<file path="src/rtl/uart_pkg.sv">
// rtl/uart_pkg.sv - shared types and frame helper for the UART transmitter
package uart_pkg;

  typedef enum logic [1:0] {
    PAR_NONE = 2'd0,
    PAR_ODD  = 2'd1,
    PAR_EVEN = 2'd2
  } parity_e;

  typedef enum logic [2:0] {
    S_IDLE,
    S_START,
    S_DATA,
    S_PARITY,
    S_STOP,
    S_BREAK
  } tx_state_e;

  // Bit times in one frame: start + data + optional parity + stop bits.
  function automatic int frame_bits(input int bits, input int parity, input int stop);
    return 1 + bits + ((parity != 0) ? 1 : 0) + stop;
  endfunction

endpackage

</file>
<file path="src/rtl/uart_sync_fifo.sv">
// rtl/uart_sync_fifo.sv - first-word-fall-through FIFO with registered flags and level
module uart_sync_fifo #(
  parameter int WIDTH = 8,
  parameter int DEPTH = 4
) (
  input  logic                   clk,
  input  logic                   rst,
  input  logic                   push,
  input  logic                   pop,
  input  logic [WIDTH-1:0]       din,
  output logic [WIDTH-1:0]       dout,
  output logic                   full,
  output logic                   empty,
  output logic [$clog2(DEPTH):0] level
);
  localparam int AW = $clog2(DEPTH);
  localparam logic [AW:0] FULL_LEVEL = DEPTH[AW:0];

  logic [WIDTH-1:0] r_mem [DEPTH];
  logic [AW:0]      r_wr_cnt;
  logic [AW:0]      r_rd_cnt;
  logic [AW:0]      r_level;
  logic             r_full;
  logic             r_empty;
  logic             w_push;
  logic             w_pop;
  logic [AW:0]      w_wr_nxt;
  logic [AW:0]      w_rd_nxt;
  logic [AW:0]      w_level_nxt;

  assign w_push      = push && !r_full;
  assign w_pop       = pop && !r_empty;
  assign w_wr_nxt    = r_wr_cnt + {{AW{1'b0}}, w_push};
  assign w_rd_nxt    = r_rd_cnt + {{AW{1'b0}}, w_pop};
  assign w_level_nxt = w_wr_nxt - w_rd_nxt;

  always_ff @(posedge clk) begin
    if (w_push) r_mem[r_wr_cnt[AW-1:0]] <= din;
  end

  // A first write into an empty FIFO becomes visible one edge later; a pop to empty is seen at once.
  always_ff @(posedge clk) begin
    if (rst) begin
      r_wr_cnt <= '0;
      r_rd_cnt <= '0;
      r_level  <= '0;
      r_full   <= 1'b0;
      r_empty  <= 1'b1;
    end else begin
      r_wr_cnt <= w_wr_nxt;
      r_rd_cnt <= w_rd_nxt;
      r_level  <= w_level_nxt;
      r_full   <= (w_level_nxt == FULL_LEVEL);
      r_empty  <= (w_level_nxt == '0) || (r_level == '0);
    end
  end

  assign dout  = r_mem[r_rd_cnt[AW-1:0]];
  assign full  = r_full;
  assign empty = r_empty;
  assign level = r_level;

endmodule

</file>
<file path="src/rtl/uart_tx_fifo.sv">
// rtl/uart_tx_fifo.sv - FIFO-fed UART transmitter; UART_TX_BREAK_EN adds a send_break input
module uart_tx_fifo
  import uart_pkg::*;
#(
  parameter int CLOCKS_PER_PULSE = 10,
  parameter int BITS_PER_WORD    = 8,
  parameter int FIFO_DEPTH       = 4,
  parameter int PARITY           = 0,
  parameter int STOP_BITS        = 1
) (
  input  logic                        clk,
  input  logic                        rst,
`ifdef UART_TX_BREAK_EN
  input  logic                        send_break,
`endif
  input  logic                        s_valid,
  input  logic [BITS_PER_WORD-1:0]    s_data,
  output logic                        s_ready,
  output logic                        tx,
  output logic                        busy,
  output logic [$clog2(FIFO_DEPTH):0] fifo_level
);
  localparam int BAUD_W = $clog2(CLOCKS_PER_PULSE);
  localparam int BIT_W  = $clog2(BITS_PER_WORD + 3);
  localparam logic [BAUD_W-1:0] BAUD_LAST = BAUD_W'(CLOCKS_PER_PULSE - 1);
  localparam logic [BIT_W-1:0]  DATA_LAST = BIT_W'(BITS_PER_WORD - 1);
  localparam logic [BIT_W-1:0]  STOP_LAST = BIT_W'(STOP_BITS - 1);
  localparam parity_e           PAR_MODE  = parity_e'(PARITY[1:0]);

  tx_state_e                r_state, w_state_nxt;
  logic [BAUD_W-1:0]        r_baud, w_baud_nxt;
  logic [BIT_W-1:0]         r_bit, w_bit_nxt;
  logic [BITS_PER_WORD-1:0] r_shift, w_shift_nxt;
  logic                     r_par, w_par_nxt;
  logic                     r_tx, w_tx_nxt;
  logic                     r_busy;
  logic                     w_load, w_pop, w_baud_end, w_par_load, w_brk_req;
  logic                     w_full, w_empty;
  logic [BITS_PER_WORD-1:0] w_fifo_dout;

  uart_sync_fifo #(.WIDTH(BITS_PER_WORD), .DEPTH(FIFO_DEPTH)) u_fifo (
    .clk   (clk),
    .rst   (rst),
    .push  (s_valid && s_ready),
    .pop   (w_pop),
    .din   (s_data),
    .dout  (w_fifo_dout),
    .full  (w_full),
    .empty (w_empty),
    .level (fifo_level)
  );

`ifdef UART_TX_BREAK_EN
  localparam logic [BIT_W-1:0] BRK_LOW_LAST = BIT_W'(BITS_PER_WORD + 1);
  localparam logic [BIT_W-1:0] BRK_LAST     = BIT_W'(BITS_PER_WORD + 2);
  logic r_brk_pend;
  assign w_brk_req = send_break || r_brk_pend;
  always_ff @(posedge clk) begin
    if (rst) r_brk_pend <= 1'b0;
    else     r_brk_pend <= w_brk_req && (r_state != S_IDLE);
  end
`else
  assign w_brk_req = 1'b0;
`endif

  assign w_baud_end = (r_baud == BAUD_LAST);
  assign w_par_load = (PAR_MODE == PAR_EVEN) ? ^w_fifo_dout : ~^w_fifo_dout;

  always_comb begin
    w_state_nxt = r_state;
    w_baud_nxt  = w_baud_end ? '0 : r_baud + 1'b1;
    w_bit_nxt   = r_bit;
    w_shift_nxt = r_shift;
    w_par_nxt   = r_par;
    w_tx_nxt    = r_tx;
    w_load      = 1'b0;
    w_pop       = 1'b0;
    case (r_state)
      S_IDLE: begin
        w_baud_nxt = '0;
        w_bit_nxt  = '0;
        w_tx_nxt   = 1'b1;
        if (w_brk_req) begin
          w_state_nxt = S_BREAK;
          w_tx_nxt    = 1'b0;
        end else if (!w_empty) begin
          w_load = 1'b1;
        end
      end
      S_START: if (w_baud_end) begin
        w_state_nxt = S_DATA;
        w_tx_nxt    = r_shift[0];
      end
      S_DATA: if (w_baud_end) begin
        if (r_bit == DATA_LAST) begin
          w_bit_nxt = '0;
          if (PAR_MODE != PAR_NONE) begin
            w_state_nxt = S_PARITY;
            w_tx_nxt    = r_par;
          end else begin
            w_state_nxt = S_STOP;
            w_tx_nxt    = 1'b1;
          end
        end else begin
          w_bit_nxt   = r_bit + 1'b1;
          w_shift_nxt = r_shift >> 1;
          w_tx_nxt    = r_shift[1];
        end
      end
      S_PARITY: if (w_baud_end) begin
        w_state_nxt = S_STOP;
        w_tx_nxt    = 1'b1;
      end
      S_STOP: if (w_baud_end) begin
        if (r_bit == STOP_LAST) begin
          w_bit_nxt = '0;
          if (!w_empty && !w_brk_req) begin
            w_load = 1'b1;
          end else begin
            w_state_nxt = S_IDLE;
            w_tx_nxt    = 1'b1;
          end
        end else begin
          w_bit_nxt = r_bit + 1'b1;
        end
      end
`ifdef UART_TX_BREAK_EN
      S_BREAK: if (w_baud_end) begin
        if (r_bit == BRK_LAST) begin
          w_state_nxt = S_IDLE;
          w_bit_nxt   = '0;
          w_tx_nxt    = 1'b1;
        end else begin
          w_bit_nxt = r_bit + 1'b1;
          if (r_bit == BRK_LOW_LAST) w_tx_nxt = 1'b1;
        end
      end
`endif
      default: begin
        w_state_nxt = S_IDLE;
        w_tx_nxt    = 1'b1;
      end
    endcase
    // Popping the next word lands directly in START, so back-to-back frames have no idle gap.
    if (w_load) begin
      w_pop       = 1'b1;
      w_shift_nxt = w_fifo_dout;
      w_par_nxt   = w_par_load;
      w_tx_nxt    = 1'b0;
      w_state_nxt = S_START;
      w_baud_nxt  = '0;
      w_bit_nxt   = '0;
    end
  end

  always_ff @(posedge clk) begin
    if (rst) begin
      r_state <= S_IDLE;
      r_baud  <= '0;
      r_bit   <= '0;
      r_shift <= '0;
      r_par   <= 1'b0;
      r_tx    <= 1'b1;
      r_busy  <= 1'b0;
    end else begin
      r_state <= w_state_nxt;
      r_baud  <= w_baud_nxt;
      r_bit   <= w_bit_nxt;
      r_shift <= w_shift_nxt;
      r_par   <= w_par_nxt;
      r_tx    <= w_tx_nxt;
      r_busy  <= (w_state_nxt != S_IDLE);
    end
  end

  assign s_ready = !w_full;
  assign tx      = r_tx;
  assign busy    = r_busy;

endmodule

</file>
<file path="config.mk">
export PLATFORM = sky130hd
export DESIGN_NAME = uart_tx_fifo
export DESIGN_NICKNAME = d
export VERILOG_FILES = /design/src/rtl/uart_pkg.sv /design/src/rtl/uart_sync_fifo.sv /design/src/rtl/uart_tx_fifo.sv
export SDC_FILE = /design/constraint.sdc
export NUM_CORES = 1
export LEC_CHECK = 0
export BUFFER_PORTS_ARGS = -buffer_cell sky130_fd_sc_hd__buf_2
export CORE_AREA = 5 5 60 102
export DETAILED_ROUTE_END_ITERATION = 6
export DIE_AREA = 0 0 65 107
export GPL_TIMING_DRIVEN = 1
export PLACE_DENSITY = 0.81
export SYNTH_ARGS = -nofsm -noshare
export SYNTH_HDL_FRONTEND = slang
export SYNTH_SLANG_ARGS = --single-unit
</file>
<file path="constraint.sdc">
create_clock -name clk -period 4.36 [get_ports clk]
set_input_delay 0.218 -clock clk [delete_from_list [all_inputs] [get_ports clk]]
set_output_delay 0.218 -clock clk [all_outputs]
set_load 0.01 [all_outputs]
</file>
== Word-level counts from Yosys, hierarchy flattened ==
Memory sizes are Yosys's and may differ from the RTL's. A register that Yosys moved wholly into a read port is not among the register bits.
Cells that the tools add are included.

* Flip-flop bits (word level): 32
* RAM bits: 32
* Input bits: 11
* Output and inout port bits: 6
* Word-level logic and storage cells: 87
* Memories kept: 1

{| class="wikitable"
|+ Memories
! name !! words !! width !! read ports !! clocked after memory_dff !! write ports !! line !! RTL
|-
| u_fifo.r_mem || 4 || 8 || 1 || 1 || 1 || uart_sync_fifo.sv:19 || <nowiki>logic [WIDTH-1:0] r_mem [DEPTH];</nowiki>
|}

* $add $sub $neg: 5
* Eq/ne operators: 16
* Multiplexer cells: 35
* Reductions and logical operators: 19

{| class="wikitable"
|+ Operators with widths
! operator !! count
|-
| two-way mux 8 bit || 4
|-
| two-way mux 3 bit || 8
|-
| two-way mux 4 bit || 4
|-
| != test 3 bit (second input constant) || 5
|-
| case mux 3 bit (5 select lines) || 1
|-
| two-way mux 1 bit || 14
|-
| case mux 4 bit (3 select lines) || 1
|-
| logical NOT 3 bit || 3
|-
| adder 4 x 1 -> 4 bit (second input constant) || 2
|-
| adder 3 x 1 -> 3 bit || 2
|-
| == test 3 x 2 -> 1 bit (second input constant) || 2
|-
| == test 3 bit (second input constant) || 2
|-
| != test 2 bit (second input constant) || 3
|-
| AND reduction 3 bit || 2
|-
| AND reduction 6 bit || 1
|-
| nonzero test 3 bit || 2
|-
| == test 4 x 3 -> 1 bit (second input constant) || 1
|-
| == test 4 bit (second input constant) || 1
|-
| logical NOT 4 bit || 1
|-
| case mux 1 bit (4 select lines) || 1
|-
| nonzero test 2 bit || 2
|-
| OR reduction 4 bit || 1
|-
| == test 3 x 1 -> 1 bit (second input constant) || 1
|-
| logical AND 1 bit || 3
|-
| 7 further kinds || 8
|}

== Logic depth before layout (Yosys ltp) ==
* Depth in word-level cells: 10
* Mapped depth: 13
* Mapped depth without buffers: 12

== By module ==
A second synthesis with hierarchy kept.

* Cells, all modules: 225
* Area, all modules: 2849.0 µm²

{| class="wikitable"
|+ Modules (own cells, without submodules)
! module !! times used !! cells an instance !! area each (µm²) !! sequential area each (µm²)
|-
| uart_sync_fifo || 1 || 86 || 1619.1 || 1181.1
|-
| uart_tx_fifo || 1 || 139 || 1229.9 || 420.4
|}

== Worst setup path after synthesis ==
Ideal clock, no wire load.

* Path kind: register to register
* From: register r_baud[1]
* To: register u_fifo.r_full, in the netlist u_fifo.full
* Setup time: 80 ps
* Arrival: 2696 ps
* Required time: 4280 ps
* Setup slack: 1584 ps
* Stages on the path, launching flop included: 14
* Buffers on the path: 1
* Clock period less this slack: 2776 ps
* Cells stage by stage: dfxtp_1 -> inv_1 -> ha_1 -> and3b_2 -> a31o_2 -> clkbuf_1 -> nand2_1 -> inv_1 -> ha_1 -> ha_1 -> inv_1 -> fa_1 -> xnor2_1 -> nor3b_1

* Longest elaborated chain between the ends: 8

{| class="wikitable"
|+ RTL lines
! item !! line !! RTL
|-
| from (decl) || uart_tx_fifo.sv:31 || <nowiki>logic [BAUD_W-1:0] r_baud, w_baud_nxt;</nowiki>
|-
| from (signal assigned) || uart_tx_fifo.sv:167 || <nowiki>r_baud <= w_baud_nxt;</nowiki>
|-
| == test 4 bit || uart_tx_fifo.sv:66 || <nowiki>assign w_baud_end = (r_baud == BAUD_LAST);</nowiki>
|-
| two-way mux 1 bit || uart_tx_fifo.sv:114 || <nowiki>S_STOP: if (w_baud_end) begin</nowiki>
|-
| case mux 1 bit (2 select lines) || uart_tx_fifo.sv:78 || <nowiki>case (r_state)</nowiki>
|-
| two-way mux 1 bit || uart_tx_fifo.sv:145 || <nowiki>if (w_load) begin</nowiki>
|-
| logical AND 1 bit || uart_sync_fifo.sv:32 || <nowiki>assign w_pop = pop && !r_empty;</nowiki>
|-
| adder 3 x 1 -> 3 bit || uart_sync_fifo.sv:34 || <nowiki>assign w_rd_nxt = r_rd_cnt + {{AW{1'b0}}, w_pop};</nowiki>
|-
| net u_fifo.w_rd_nxt[1] || uart_sync_fifo.sv:28 || <nowiki>logic [AW:0] w_rd_nxt;</nowiki>
|-
| subtractor 3 bit || uart_sync_fifo.sv:35 || <nowiki>assign w_level_nxt = w_wr_nxt - w_rd_nxt;</nowiki>
|-
| == test 3 bit || uart_sync_fifo.sv:53 || <nowiki>r_full <= (w_level_nxt == FULL_LEVEL);</nowiki>
|-
| to (signal assigned) || uart_sync_fifo.sv:53 ||
|-
| to (decl) || uart_sync_fifo.sv:23 || <nowiki>logic r_full;</nowiki>
|}

The timed path passes the listed nets, and every way through them passes these cells.
A chain may end at the register's enable or synchronous reset.

== Final worst setup path ==
* From: register r_state[0]
* To: register u_fifo.r_full, in the netlist u_fifo.full

* Longest elaborated chain between the ends: 7
* Elaborated cells between the ends (all ways): 8
* Classes of those cells: add/sub: 2; eq/ne: 2; mux: 2; reduce/logical: 2

{| class="wikitable"
|+ RTL lines
! item !! line !! RTL
|-
| from (decl) || uart_tx_fifo.sv:30 || <nowiki>tx_state_e r_state, w_state_nxt;</nowiki>
|-
| from (signal assigned) || uart_tx_fifo.sv:166 || <nowiki>r_state <= w_state_nxt;</nowiki>
|-
| == test 3 bit or logical NOT 3 bit (tied branches) || uart_tx_fifo.sv:78 ||
|-
| case mux 1 bit (2 select lines) * || uart_tx_fifo.sv:78 ||
|-
| two-way mux 1 bit * || uart_tx_fifo.sv:145 ||
|-
| logical AND 1 bit * || uart_sync_fifo.sv:32 ||
|-
| adder 3 x 1 -> 3 bit * || uart_sync_fifo.sv:34 ||
|-
| net u_fifo.w_rd_nxt[0] || uart_sync_fifo.sv:28 ||
|-
| subtractor 3 bit * || uart_sync_fifo.sv:35 ||
|-
| net u_fifo.w_level_nxt[1] || uart_sync_fifo.sv:29 || <nowiki>logic [AW:0] w_level_nxt;</nowiki>
|-
| == test 3 bit * || uart_sync_fifo.sv:53 ||
|}

Mark *: on every way through the listed nets, which the timed path passes. The rest lies on a longest branch.

==> summary.md <==
| Metric | Value |
|---|---|
| Vias in the first global route | 1819 |
| Largest family of logic cells by synthesized area | compound AO/OA/AOI/OAI gates |
| Vias post-DR | 1781 |
| Slew Limit Fails | 0 |
| Synth Area in Compound Gates | 13.0% |
| Post-Route WL | 5.10 mm |
| Core area | 0.00521 mm^2 |
| Mean post-synth cell area | 12.6 um^2 |
| Critical path data required time | 4.62 ns |
| Hold_ws | 0.0962 ns |
| Seq/Total Area, Yosys | 57.7% |
| Asr flop ratio synth | 0% |
| RSZ-0062 raised after global routing | no |
| F_max | 327 MHz |
| Post-DP HPWL | 3.51 mm |
| Routed length per instance | 17.3 um |
| Die X | 65 um |
| Cell row count | 35 |
| Hold buffers post-CTS | 0 |
| R2R setup slack | 1.30 ns |
| Slowest CP cell | nor3_1 |
| Syn Nets | 241 |
| Finish-stage setup viols | 0 |
| Ports | 17 |
| Crit-path max cell delay | 0.74 ns |
| Status | completed |
| Area leader, netlist | edfxtp_1 |
| CP Capture Type | register |
| Distinct cells, synth | 46 |
| Worst Clk Skew | 0.00848 ns |
| Initial Utilization | 53.2% |
| Max-slew headroom | 36.0% |
| Antenna viol nets, final | 0 |
| Share of layout cells above drive strength 1 | 20.4% |
| Total clock sinks | 64 |
| LEAKAGE | 1.13 nW |
| Setup tns final | 0 ns |
| Syn-to-layout area delta | 12.4% |
| CP Class | register to register |
| Num CTS Buffers | 9 |
| Initial antenna violation count | 0 |
| Initial DRC count | 60 |
| Total grt overflow | 0 |
| Worst vdd ir | 0.000348 V |
| Fill cell count | 413 |
| Gr usage total | 16.8% |
| Worst Path Arrival | 3.32 ns |
| Area contributors post-synth | edfxtp_1, dfxtp_1, mux4_2, ha_1, a21oi_1 |
| Drt pass-1 iters | 4 |
| Worst-case clock buffer depth | 2 |
| Worst-path clk slew | 0.07 ns |
| Vias per cell | 6.04 |
| First-pass GRT wire length | 8.53 mm |
| CTS H-tree depth | 3 |
| Clk root buf | clkbuf_8 |
| Fin crit period | 3.06 ns |
| Storage cell area | 0.00160 mm^2 |
| Worst skew pair latency | 0.34 ns |
| Max-cap violations | 0 |
| YS warnings | 0 |
| Post-synthesis xor/xnor area fraction | 2.21% |
| Die H | 107 um |
| Commonest cells post-synth | dfxtp_1, edfxtp_1, nor2_1 |
| Measured slew at the worst slew-check pin | 0.952 ns |
| Final Cycle Share | 70.2% |
| Power per Cell Area | 539 mW/mm^2 |
| #FFs+latches synth | 64 |
| Setup crit start kind | register |
| Postcts setup bufs | 0 |
| Port Buffer Count | 16 |
| Synth Area in Adders | 5.19% |
| Post-synth EDFFs | 32 |
| Post-synthesis mux area share | 6.50% |
| CP Max Fanout | 21 |
| GP Congestion | 0.825 |
| Multi-input gate area | 0.00109 mm^2 |
| Antenna cells | 0 |
| Die area | 0.00696 mm^2 |
| Fraction of the mapped netlist area in simple logic gates | 12.4% |
| Pin count of the biggest net entering global routing | 30 |
| Post-Synthesis Cells | 220 |
| Post-layout nets | 256 |
| Main synth FF type | edfxtp_1 |
| Resize count post-CTS | 0 |
| Critical path, cell by cell | nor3_1 -> nand2_1 -> inv_1 -> ha_1 -> ha_1 -> inv_1 -> fa_1 -> nand2b_1 -> nor3b_1 |
| HP Class | primary input to register |
| Synth top area share | 34.6% |
| Synthesized area | 0.00277 mm^2 |
| DRC viols | 0 |
| Final Hold Fails | 0 |
| CTS tree | yes |
## registers in the layout, summed over array words and instances, names as in the netlist, 3 cells and up
name             count
r_baud               4
r_bit                4
r_shift              8
r_state              3
u_fifo.level         3
u_fifo.r_mem        32
u_fifo.r_rd_cnt      3
u_fifo.r_wr_cnt      3
## critical path: cells and delay by family, from the launching register on
| family | cells | cell delay [ns] |
|---|---|---|
| adder cells (fa/ha/maj) | 3 | 0.88 |
| flip-flops | 1 | 0.49 |
| AND/OR/NAND/NOR | 4 | 1.29 |
| buffers and inverters | 2 | 0.31 |
## cells by family (layout without fill, tap and decap cells)
group	after synthesis	count (layout)
mux	8	8
flops	64	64
buf+inv	22	42
simple gates	59	59
fa+ha+maj	11	11
xor+xnor	7	7
compound gates	49	49
## path summary, 6_finish.rpt
kind                    startpoint                           end  cells after the start
max          r_state[0]$_SDFF_PP0_        u_fifo.full$_SDFF_PP0_                      9
min reg2reg   r_baud[0]$_SDFF_PP0_          r_baud[0]$_SDFF_PP0_                      1
min                      s_data[4]  u_fifo.r_mem[3][4]$_DFFE_PP_                      1
max reg2reg  r_state[0]$_SDFF_PP0_        u_fifo.full$_SDFF_PP0_                      9
## layer usage
| metal | vias to the layer above | global-route usage (%) | wire length [um] |
|---|---|---|---|
| li1 | 877 | - | - |
| met1 | 852 | 15.5 | 1790 |
| met2 | 38 | 30.0 | 2910 |
| met3 | 14 | 5.87 | 179 |
| met4 | 0 | 11.3 | 223 |
| met5 | - | 0 | 0 |
## power by group
part           switching (mW)  total (mW)  internal, mW
logic                   0.151       0.301         0.150
registers              0.0705       0.782         0.712
clock network           0.218       0.596         0.378
total                   0.439        1.68          1.24
## per-stage QoR
stage | area (um^2) | total power [mW] | setup WS (ns) | utilization, % | cells
CTS | 3120 | 1.70 | 1.30 | 59.8 | 295
detailed placement | 2880 | 1.10 | 1.31 | 55.3 | 279
floorplan | 2770 | 1.01 | 1.58 | - | 220
global route | 3120 | 1.78 | 0.974 | 59.8 | 295
finish | 3120 | 1.68 | 1.30 | 59.8 | 295
global placement | 2880 | 1.08 | 1.41 | 55.3 | 279
## cell usage in the layout, fill, tap and decap left out, types with 3 or more instances in the layout
cell type / Yosys / routed
a21oi_1: 12 / 12
edfxtp_1: 32 / 32
clkbuf_8: 0 / 9
nand2_1: 6 / 6
dfxtp_1: 32 / 32
ha_1: 9 / 9
inv_1: 9 / 9
mux4_2: 8 / 8
nor2_1: 16 / 16
nor4_1: 3 / 3
o211ai_1: 8 / 8
buf_2: 0 / 16
bufinv_16: 0 / 3
nor2b_1: 5 / 5
a311oi_1: 3 / 3
a32oi_1: 6 / 6
nand3_1: 5 / 5
nand2b_1: 3 / 3
xnor2_1: 5 / 5
a31oi_1: 3 / 3
o21ai_0: 3 / 3
nor3_1: 4 / 4
nor3b_1: 4 / 4
## area by class of cell
class	instances	area share, %
sequential	64	51.4
multi-input combinational	134	35.0
clock buffer	10	4.09
clock inverter	6	3.45
timing repair buffer	17	2.81
tap	55	2.21
inverter	9	1.08
Power figures use the tool's default switching activity.
